File: src/rtl/wb_trace_buffer_if.sv
// Read channel of the writeback trace buffer.
//   rd_valid : head record available (buffer -> consumer)
//   rd_ready : consumer accepts the head record (consumer -> buffer)
//   rd_reg   : head record destination register
//   rd_data  : head record write data
//   rd_pc    : head record fetch PC
// The master modport is the trace buffer side; the slave modport is the consumer.
interface wb_trace_buffer_if;
    logic        rd_valid;
    logic        rd_ready;
    logic [4:0]  rd_reg;
    logic [31:0] rd_data;
    logic [11:0] rd_pc;

    modport master (
        output rd_valid,
        output rd_reg,
        output rd_data,
        output rd_pc,
        input  rd_ready
    );

    modport slave (
        input  rd_valid,
        input  rd_reg,
        input  rd_data,
        input  rd_pc,
        output rd_ready
    );
endinterface

File: src/rtl/wb_trace_buffer.sv
// Writeback trace buffer.
// Snoops register-file writes (ctrl_writeEnable/ctrl_writeReg/data_writeReg) together with
// the PC of the writing instruction and queues them as trace records in a FIFO. A debug
// consumer drains the records over the valid/ready read channel.
// Ports:
//   clock, reset        : clock and synchronous active-high reset
//   arm, clear          : 1-cycle control pulses (start capture / flush and go idle)
//   ctrl_writeEnable, ctrl_writeReg, data_writeReg, pc : snooped writeback
//   rd                  : read channel (wb_trace_buffer_if.master)
//   count               : FIFO occupancy, 0..DEPTH
//   dropped             : saturating count of records lost while full or frozen
//   overflow            : sticky, set once any record has been lost
//   state               : 0 IDLE, 1 CAPTURE, 2 FROZEN
module wb_trace_buffer #(
    parameter int DEPTH        = 16,
    parameter int ADDR_W       = 4,
    parameter bit STOP_ON_FULL = 1'b1
) (
    input  logic              clock,
    input  logic              reset,
    input  logic              arm,
    input  logic              clear,
    input  logic              ctrl_writeEnable,
    input  logic [4:0]        ctrl_writeReg,
    input  logic [31:0]       data_writeReg,
    input  logic [11:0]       pc,
    wb_trace_buffer_if.master rd,
    output logic [ADDR_W:0]   count,
    output logic [15:0]       dropped,
    output logic              overflow,
    output logic [1:0]        state
);

    typedef enum logic [1:0] {
        ST_IDLE    = 2'd0,
        ST_CAPTURE = 2'd1,
        ST_FROZEN  = 2'd2
    } state_t;

    localparam int              REC_W      = 5 + 32 + 12;
    localparam logic [ADDR_W:0] FULL_COUNT = (ADDR_W + 1)'(DEPTH);

    // Record storage; no reset so it maps onto block RAM.
    logic [REC_W-1:0] mem [DEPTH];

    state_t            state_reg;
    logic [ADDR_W-1:0] head_reg;
    logic [ADDR_W-1:0] tail_reg;
    logic [ADDR_W:0]   count_reg;
    logic [15:0]       dropped_reg;
    logic              overflow_reg;
    logic              rd_valid_reg;
    logic [REC_W-1:0]  rd_rec_reg;

    logic              cap_event;
    logic              full;
    logic              pop;
    logic              push;
    logic              drop;
    logic [ADDR_W-1:0] head_next;
    logic [ADDR_W:0]   count_after_pop;
    logic [REC_W-1:0]  wr_rec;

    always_comb begin
        // r0 writes are architecturally invisible, so they never form a record.
        cap_event       = ctrl_writeEnable && (ctrl_writeReg != 5'd0);
        full            = (count_reg == FULL_COUNT);
        pop             = rd_valid_reg && rd.rd_ready;
        // A pop on the same edge frees the slot, so a full FIFO still accepts the push.
        push            = cap_event && (state_reg == ST_CAPTURE) && (!full || pop);
        drop            = cap_event && (((state_reg == ST_CAPTURE) && full && !pop) ||
                                        (state_reg == ST_FROZEN));
        head_next       = pop ? head_reg + 1'b1 : head_reg;
        count_after_pop = count_reg - {{ADDR_W{1'b0}}, pop};
        wr_rec          = {ctrl_writeReg, data_writeReg, pc};
    end

    always_ff @(posedge clock) begin
        if (push) begin
            mem[tail_reg] <= wr_rec;
        end
    end

    // Registered head record. When the FIFO is (about to be) empty the incoming record
    // bypasses the RAM so it is visible one cycle after capture.
    always_ff @(posedge clock) begin
        if (reset || clear) begin
            rd_valid_reg <= 1'b0;
            rd_rec_reg   <= '0;
        end else begin
            rd_valid_reg <= (count_after_pop != '0) || push;
            if (push && (count_after_pop == '0)) begin
                rd_rec_reg <= wr_rec;
            end else begin
                rd_rec_reg <= mem[head_next];
            end
        end
    end

    always_ff @(posedge clock) begin
        if (reset || clear) begin
            state_reg    <= ST_IDLE;
            head_reg     <= '0;
            tail_reg     <= '0;
            count_reg    <= '0;
            dropped_reg  <= '0;
            overflow_reg <= 1'b0;
        end else begin
            head_reg  <= head_next;
            count_reg <= count_after_pop + {{ADDR_W{1'b0}}, push};
            if (push) begin
                tail_reg <= tail_reg + 1'b1;
            end
            if (drop) begin
                overflow_reg <= 1'b1;
                if (dropped_reg != 16'hFFFF) begin
                    dropped_reg <= dropped_reg + 16'd1;
                end
            end
            case (state_reg)
                ST_IDLE: begin
                    if (arm) begin
                        state_reg <= ST_CAPTURE;
                    end
                end
                ST_CAPTURE: begin
                    if (drop && STOP_ON_FULL) begin
                        state_reg <= ST_FROZEN;
                    end
                end
                ST_FROZEN: begin
                    // Re-arming resumes capture with the buffered records kept.
                    if (arm) begin
                        state_reg <= ST_CAPTURE;
                    end
                end
                default: state_reg <= ST_IDLE;
            endcase
        end
    end

    assign rd.rd_valid = rd_valid_reg;
    assign rd.rd_reg   = rd_rec_reg[REC_W-1 -: 5];
    assign rd.rd_data  = rd_rec_reg[43:12];
    assign rd.rd_pc    = rd_rec_reg[11:0];
    assign count       = count_reg;
    assign dropped     = dropped_reg;
    assign overflow    = overflow_reg;
    assign state       = state_reg;

endmodule

File: src/flat_wrapper.sv
// flat-port wrapper written by rule: the top's interface ports become plain ports
module wb_trace_buffer_flat 
#(
    parameter int DEPTH        = 16,
    parameter int ADDR_W       = 4,
    parameter bit STOP_ON_FULL = 1'b1
)
  (clock, reset, arm, clear, ctrl_writeEnable, ctrl_writeReg, data_writeReg, pc, count, dropped, overflow, state, rd_rd_valid, rd_rd_reg, rd_rd_data, rd_rd_pc, rd_rd_ready);
  wb_trace_buffer_if rd_i ();
  input  logic clock;
  input  logic reset;
  input  logic arm;
  input  logic clear;
  input  logic ctrl_writeEnable;
  input  logic [4:0] ctrl_writeReg;
  input  logic [31:0] data_writeReg;
  input  logic [11:0] pc;
  output logic [ADDR_W:0] count;
  output logic [15:0] dropped;
  output logic overflow;
  output logic [1:0] state;
  output wire logic [$bits(rd_i.rd_valid)-1:0] rd_rd_valid;
  output wire logic [$bits(rd_i.rd_reg)-1:0] rd_rd_reg;
  output wire logic [$bits(rd_i.rd_data)-1:0] rd_rd_data;
  output wire logic [$bits(rd_i.rd_pc)-1:0] rd_rd_pc;
  input wire logic [$bits(rd_i.rd_ready)-1:0] rd_rd_ready;
  assign rd_rd_valid = rd_i.rd_valid;
  assign rd_rd_reg = rd_i.rd_reg;
  assign rd_rd_data = rd_i.rd_data;
  assign rd_rd_pc = rd_i.rd_pc;
  assign rd_i.rd_ready = rd_rd_ready;
  wb_trace_buffer #(.DEPTH(DEPTH), .ADDR_W(ADDR_W), .STOP_ON_FULL(STOP_ON_FULL)) u_core (.clock(clock), .reset(reset), .arm(arm), .clear(clear), .ctrl_writeEnable(ctrl_writeEnable), .ctrl_writeReg(ctrl_writeReg), .data_writeReg(data_writeReg), .pc(pc), .rd(rd_i), .count(count), .dropped(dropped), .overflow(overflow), .state(state));
endmodule
File: config.mk
export PLATFORM = sky130hd
export DESIGN_NAME = wb_trace_buffer_flat
export DESIGN_NICKNAME = d
export VERILOG_FILES = /design/src/rtl/wb_trace_buffer_if.sv /design/src/rtl/wb_trace_buffer.sv /design/src/flat_wrapper.sv
export SDC_FILE = /design/constraint.sdc
export NUM_CORES = 1
export LEC_CHECK = 0
export BUFFER_PORTS_ARGS = -buffer_cell sky130_fd_sc_hd__buf_2
export CORE_ASPECT_RATIO = 1.4
export CORE_UTILIZATION = 45
export CTS_BUF_LIST = sky130_fd_sc_hd__clkbuf_4 sky130_fd_sc_hd__clkbuf_8
export DETAILED_ROUTE_END_ITERATION = 12
export HOLD_SLACK_MARGIN = 0.02
export PLACE_DENSITY = 0.59
export SYNTH_ARGS = -nofsm -noshare
export SYNTH_HDL_FRONTEND = slang
export SYNTH_SLANG_ARGS = --single-unit
File: constraint.sdc
create_clock -name clock -period 12 [get_ports clock]
set_input_delay 3 -clock clock [delete_from_list [all_inputs] [get_ports clock]]
set_output_delay 3 -clock clock [all_outputs]
set_load 0.03 [all_outputs]
Yosys cells after proc, flatten, opt, wreduce, memory -nomap -nowiden
Memories as Yosys holds them, arrays and structs flattened.
Index checks and enable logic that the tools add are counted.
{"block": "op_classes", "n_eq_ne": 6, "n_mux": 7, "reduce_logical": 21, "add_sub_neg": 5}
{"cell": "$mux 49", "count": 1}
{"cell": "$add 16x1->16 const B", "count": 1}
{"cell": "$ne 16x16->1 const B", "count": 1}
{"cell": "$reduce_bool 5->1", "count": 2}
{"cell": "$add 4x1->4 const B", "count": 2}
{"cell": "$logic_and 1x1->1", "count": 8}
{"cell": "$add 5x1->5", "count": 1}
{"cell": "$eq 5x5->1 const B", "count": 1}
{"cell": "$logic_not 5->1", "count": 1}
{"cell": "$sub 5x1->5", "count": 1}
{"cell": "$logic_or 1x1->1", "count": 4}
{"cell": "$mux 2", "count": 2}
{"cell": "$mux 4", "count": 1}
{"cell": "$ne 2x1->1 const B", "count": 2}
{"cell": "$pmux 2 s2", "count": 1}
{"cell": "$reduce_and 2->1", "count": 2}
{"cell": "$eq 2x1->1 const B", "count": 1}
{"cell": "$eq 2x2->1 const B", "count": 1}
{"cell": "$logic_not 1->1", "count": 2}
{"cell": "$logic_not 2->1", "count": 1}
{"cell": "$mux 1", "count": 2}
{"cell": "$reduce_or 2->1", "count": 1}
{"block": "totals", "ff_bits": 82, "output_inout_bits": 74, "memories": 1, "mem_bits_rw": 784, "in_bits": 55, "elab_cells": 48}
{"name": "u_core.mem", "words": 16, "word_bits": 49, "read_ports": 1, "rd_clocked_by_memory_dff": 0, "write_ports": 1, "line": "wb_trace_buffer.sv:44", "source": "logic [REC_W-1:0] mem [DEPTH];"}

Depth between registers and ports, before layout
{"block": "logic_depth", "ltp_word": 7, "mapped_depth": 13}

Worst setup path before layout
No wires, ideal clock.
{"block": "synth_timing", "path_kind": "input port to flip-flop", "startpoint": "input port rd_rd_ready", "endpoint": "memory u_core.mem[3][0] (netlist name), enable pin", "n_path_buf": 1, "arrival_ns": 7.229, "setup_time_ns": 0.516, "t_required_ns": 11.484, "slack_ns": 4.255, "stages": 6, "cell_sequence": "a21boi_0 a21oi_1 and2b_1 clkbuf_1 nand2_1 nor3_1"}
{"block": "synth_via", "elab_chain_len": 5}
{"item": "from (decl)", "line": "flat_wrapper.sv:26", "source": "input wire logic [$bits(rd_i.rd_ready)-1:0] rd_rd_ready;"}
{"item": "$logic_and 1x1->1", "line": "wb_trace_buffer.sv:68", "source": "pop = rd_valid_reg && rd.rd_ready;"}
{"item": "$logic_or 1x1->1", "line": "wb_trace_buffer.sv:70", "source": "push = cap_event && (state_reg == ST_CAPTURE) && (!full || pop);"}
{"item": "$logic_and 1x1->1", "line": "wb_trace_buffer.sv:70"}
{"item": "via u_core.push", "line": "wb_trace_buffer.sv:58", "source": "logic push;"}
{"item": "$mux 1", "line": "wb_trace_buffer.sv:79", "source": "if (push) begin"}
{"item": "$mux 1 (implied by the code)", "line": "wb_trace_buffer.sv:80", "source": "mem[tail_reg] <= wr_rec;"}
{"item": "to (decl)", "line": "wb_trace_buffer.sv:44"}
The timed path passes the listed nets, and every way through them passes these cells.

Final worst setup path
{"block": "layout_timing", "startpoint": "input port rd_rd_ready", "endpoint": "register u_core.rd_rec_reg[27]"}
{"block": "layout_via", "elab_chain_len": 5, "elab_cells_between_ends": 9, "cone_classes": "1 x add/sub; 2 x mux; 5 x reduce/logical; 1 x memory"}
{"item": "$logic_and 1x1->1 *", "line": "wb_trace_buffer.sv:68"}
{"item": "$sub 5x1->5 or $logic_or 1x1->1 (tied branches)", "line": "wb_trace_buffer.sv:74, wb_trace_buffer.sv:70"}
{"item": "$logic_not 5->1 or $logic_and 1x1->1 (tied branches)", "line": "wb_trace_buffer.sv:92, wb_trace_buffer.sv:70"}
{"item": "$logic_and 1x1->1", "line": "wb_trace_buffer.sv:92", "source": "if (push && (count_after_pop == '0)) begin"}
{"item": "$mux 49 *", "line": "wb_trace_buffer.sv:92"}
{"item": "to (signal assigned)", "line": "wb_trace_buffer.sv:93", "source": "rd_rec_reg <= wr_rec;"}
{"item": "to (signal assigned)", "line": "wb_trace_buffer.sv:95", "source": "rd_rec_reg <= mem[head_next];"}
{"item": "to (decl)", "line": "wb_trace_buffer.sv:53", "source": "logic [REC_W-1:0] rd_rec_reg;"}
Mark *: on every way between the ends. The rest lies on a longest branch, timed or not.
A chain may end at the register's enable or synchronous reset.

==> impl_metrics.csv <==
group,metric,value,unit
routing,drcViolationCount,0,
floorplanning,core,0.0730,mm2
floorplanning,die_y,325,um
clock_network,cts_hold_buffers,0,
cells_and_area,nets,2351,
clock_network,clock_sinks,866,
synth,syn-num-nets,2201,
sta,clock_skew,0.0263,ns
synth,synth_top_cell_by_area,"edfxtp_1",
clock_network,root_buffer,"clkbuf_8",
cells_and_area,largest_reg_flops,784,
synth,synth.distinct_cells,51,
routing,wl_per_cell,25.4,um
floorplanning,start_util,0.458,
power,p_per_area,157,mW/mm2
routing,drt_pre_antenna_iters,6,
critical_path,worst-path-buf-inv,3,
clock_network,cts_tree,"built",
cells_and_area,drive_gt1_frac,0.205,
critical_path,r2r_slack,7.62,ns
power,clock_power_share,0.408,
sta,fin_crit_sh,0.532,
sta,hold_viol,0,
routing,met2_length,42.8,mm
synth,synth_edf_count,784,
placement,port_buffers,128,
critical_path,cp-start-kind,"input port",
synth,ys_ff_latch,866,
sta,fin_crit,6.39,ns
sta,setup_viol_count_final,0,
critical_path,crit_chain,"buf_2 > nand2_1 > inv_2 > ha_1 > ha_1 > xor2_1 > nor4_1 > and4b_4 > buf_4 > a311oi_1 > a32oi_1 > o22ai_1",
synth,syn_avg_cell_area,15.7,um2
critical_path,cp_top_family,"simple AND/OR/NAND/NOR gates",
clock_network,cts-buffers-inserted,130,
critical_path,required,12.62,ns
critical_path,cp_slowest_cell,"buf_4",
critical_path,r2r-end,"u_core.rd_rec_reg[27]",
global_route,grt_pass1_wl,125,mm
placement,place_congestion,0.820,
clock_network,cts_setup_buffers,0,
power,leakagePower,12.6,nW
synth,netlist_area,0.0334,mm2
routing,vias,19700,
critical_path,worst-path-stages,12,
critical_path,crit_path_frequent_cell,"ha_1",
clock_network,worstSkewPairLatency,0.76,ns
global_route,grt_usage,0.227,
sta,fmaxAchievable,0.156,GHz
power,sw_frac_of_total,0.210,
min_path,holdCritPathClass,"reg2reg",
critical_path,cp-end-kind,"flop",
synth,synthTopCellsByCount,"784 x edfxtp_1, 397 x nand2_1, 95 x nor2_1, 92 x a32oi_1, 82 x dfxtp_1",
sta,relSlewSlack,0.223,
clock_network,cts-htree-levels,4,
cells_and_area,areaGrowthSynthToFinish,12.9,%
critical_path,critPathMaxFanout,68,
job,drv_cap,0,
floorplanning,die_x,232,um
global_route,antenna_found_initial,7,
synth,netlist_instances,2136,
critical_path,worstSetupPathType,"in2reg",
clock_network,ctsResizeCount,0,
routing,top_layer,"met5",
min_path,hold_depth,2,
critical_path,rr_worst_depth,11,
synth,synth_ff_type,"edfxtp_1",
sta,rsz0062_at_grt,"false",
synth,async_reset_ff_frac,0,
clock_network,clkSlewWorstSetupHoldPaths,0.06,ns
floorplanning,fp.dieArea,0.0754,mm2
power,p_switching,0.00124,W
routing,wl_met1,34.1,mm
synth,ys_seq_area_frac,0.753,
synth,yosys.cell_count.top_type,"edfxtp_1",
floorplanning,rows,117,
critical_path,critical_path.max_stage_delay,0.91,ns
min_path,min_to,"u_core.overflow",
placement,placed_area,0.0351,mm2
clock_network,cts.path.max_buffers,3,
routing,via_per_inst,5.91,
cells_and_area,instances_no_fill,3335,
placement,dp.cells,3106,
routing,wl_met3,5.42,mm
sta,fin_setup_tns,0,ns
global_route,grt_overflow,0,
sta,tightest_slew,1.17,ns
power,ir_drop,103,uV
critical_path,r2r_start,"u_core.rd.rd_valid",
synth,yosys.area.top_type_share,0.704,
cells_and_area,fillers,6036,
routing,wl,84.8,mm
critical_path,cp.arrival,7.01,ns
synth,synth_warnings,0,
status,status,"complete, no violations",
global_route,grt_max_degree,170,
min_path,worstHoldStart,"u_core.overflow",
cells_and_area,final_cell_area,0.0377,mm2
power,pwr-share-seq,0.559,
routing,drt_iter0_drc,1735,
sta,final-max-slew-violation-count,0,
routing,ant_nets,0,
synth,synth.area.top_cells,"edfxtp_1 70%, dfxtp_1 4.9%, nand2_1 4.5%",
floorplanning,ioPinCount,129,
global_route,grt_pass1_vias,20200,
power,combPwrFrac,0.033,
placement,hpwl,41.2,mm
power,power.internal,0.00467,W
-- kinds of logic (layout without fill, tap and decap cells) --
group           Yosys count  in the layout  synth area share
flops                   866            866             0.753
simple gates            612            612            0.0759
compound gates          345            345            0.0825
buf+inv                 156            401            0.0217
mux                     118            118            0.0552
xor+xnor                 29             29           0.00782
fa+ha+maj                10             10           0.00374
other cells               0              2                 0
-- stage by stage --
step | util | hold WS, ns | power, W | setup WS [ns]
2_1_floorplan | - | 0.502 | 0.00348 | 4.25
4_1_cts | 0.517 | 0.485 | 0.00596 | 5.71
6_report | 0.517 | 0.469 | 0.00591 | 5.61
3_5_place_dp | 0.481 | 0.473 | 0.00357 | 4.87
3_3_place_gp | 0.481 | 0.451 | 0.00356 | 5.06
5_1_grt | 0.517 | 0.523 | 0.00610 | 5.43
-- how the worst max path moves through the flow --
stage	startpoint	to	slack, ns
final	rd_rd_ready	u_core.rd_rec_reg[27]	5.61
after global routing	rd_rd_ready	u_core.rd_rec_reg[25]	5.43
after CTS	rd_rd_ready	u_core.rd_rec_reg[25]	5.71
after detailed placement	rd_rd_ready	u_core.rd_rec_reg[25]	4.87
after global placement	rd_rd_ready	u_core.rd_rec_reg[31]	5.06
after floorplan	rd_rd_ready	u_core.mem[3][0]	4.25
-- cells in the final DEF (no fill, tap or decap), types with 5 or more instances in the layout --
cell,netlist,routed
mux4_2,53,53
o21ai_0,36,36
edfxtp_1,784,784
nor2_4,0,12
buf_2,48,128
o22ai_1,46,46
a32oi_1,92,92
a221oi_1,48,48
nor2_1,95,83
o21ai_1,13,11
a31oi_1,46,46
clkinv_1,0,18
clkinv_2,0,7
mux2i_1,65,64
a311oi_2,27,27
clkinvlp_4,0,5
a311oi_1,19,19
clkbuf_4,0,52
nand3_1,71,71
dfxtp_1,82,82
xnor2_1,9,7
clkbuf_8,0,140
nand4b_1,5,5
nand4_1,13,13
xor2_1,19,18
ha_1,10,10
nand2_1,397,396
buf_4,5,33
inv_1,9,9
a21oi_1,6,6
-- worst reg2reg max path, stage by stage, from the launching register on --
cell	delay, ns
dfxtp_1	0.34
nand2_1	0.48
inv_2	0.26
ha_1	0.28
ha_1	0.22
xor2_1	0.19
nor4_1	0.29
and4b_4	0.72
buf_4	0.92
a311oi_1	0.16
a32oi_1	0.27
o22ai_1	0.11
-- area by class of cell --
class | instances | area [um2] | share of cell area
multi-input cells | 1114 | 7780 | 0.206
repair buffers | 164 | 948 | 0.0251
inverters | 10 | 37.5 | 0.000995
clock buffers | 192 | 2320 | 0.0614
well taps | 952 | 1190 | 0.0316
diodes | 2 | 5.00 | 0.000133
flip-flops and latches | 866 | 25200 | 0.667
clock inverters | 35 | 269 | 0.00713
-- power groups by stage --
stage | combinational, W | sequential, W | clock (W)
after CTS | 0.000196 | 0.00331 | 0.00246
after global routing | 0.000211 | 0.00330 | 0.00258
after floorplan | 0.0000889 | 0.00339 | 0
final | 0.000196 | 0.00331 | 0.00241
after global placement | 0.000188 | 0.00337 | 0
after detailed placement | 0.000196 | 0.00337 | 0
-- layer usage --
metal / global-route usage / vias to the layer above
li1: - / 8642
met1: 0.287 / 10100
met2: 0.384 / 770
met3: 0.0440 / 176
met4: 0.0850 / 6
met5: 0 / -
(Power assumes the default switching activity.)
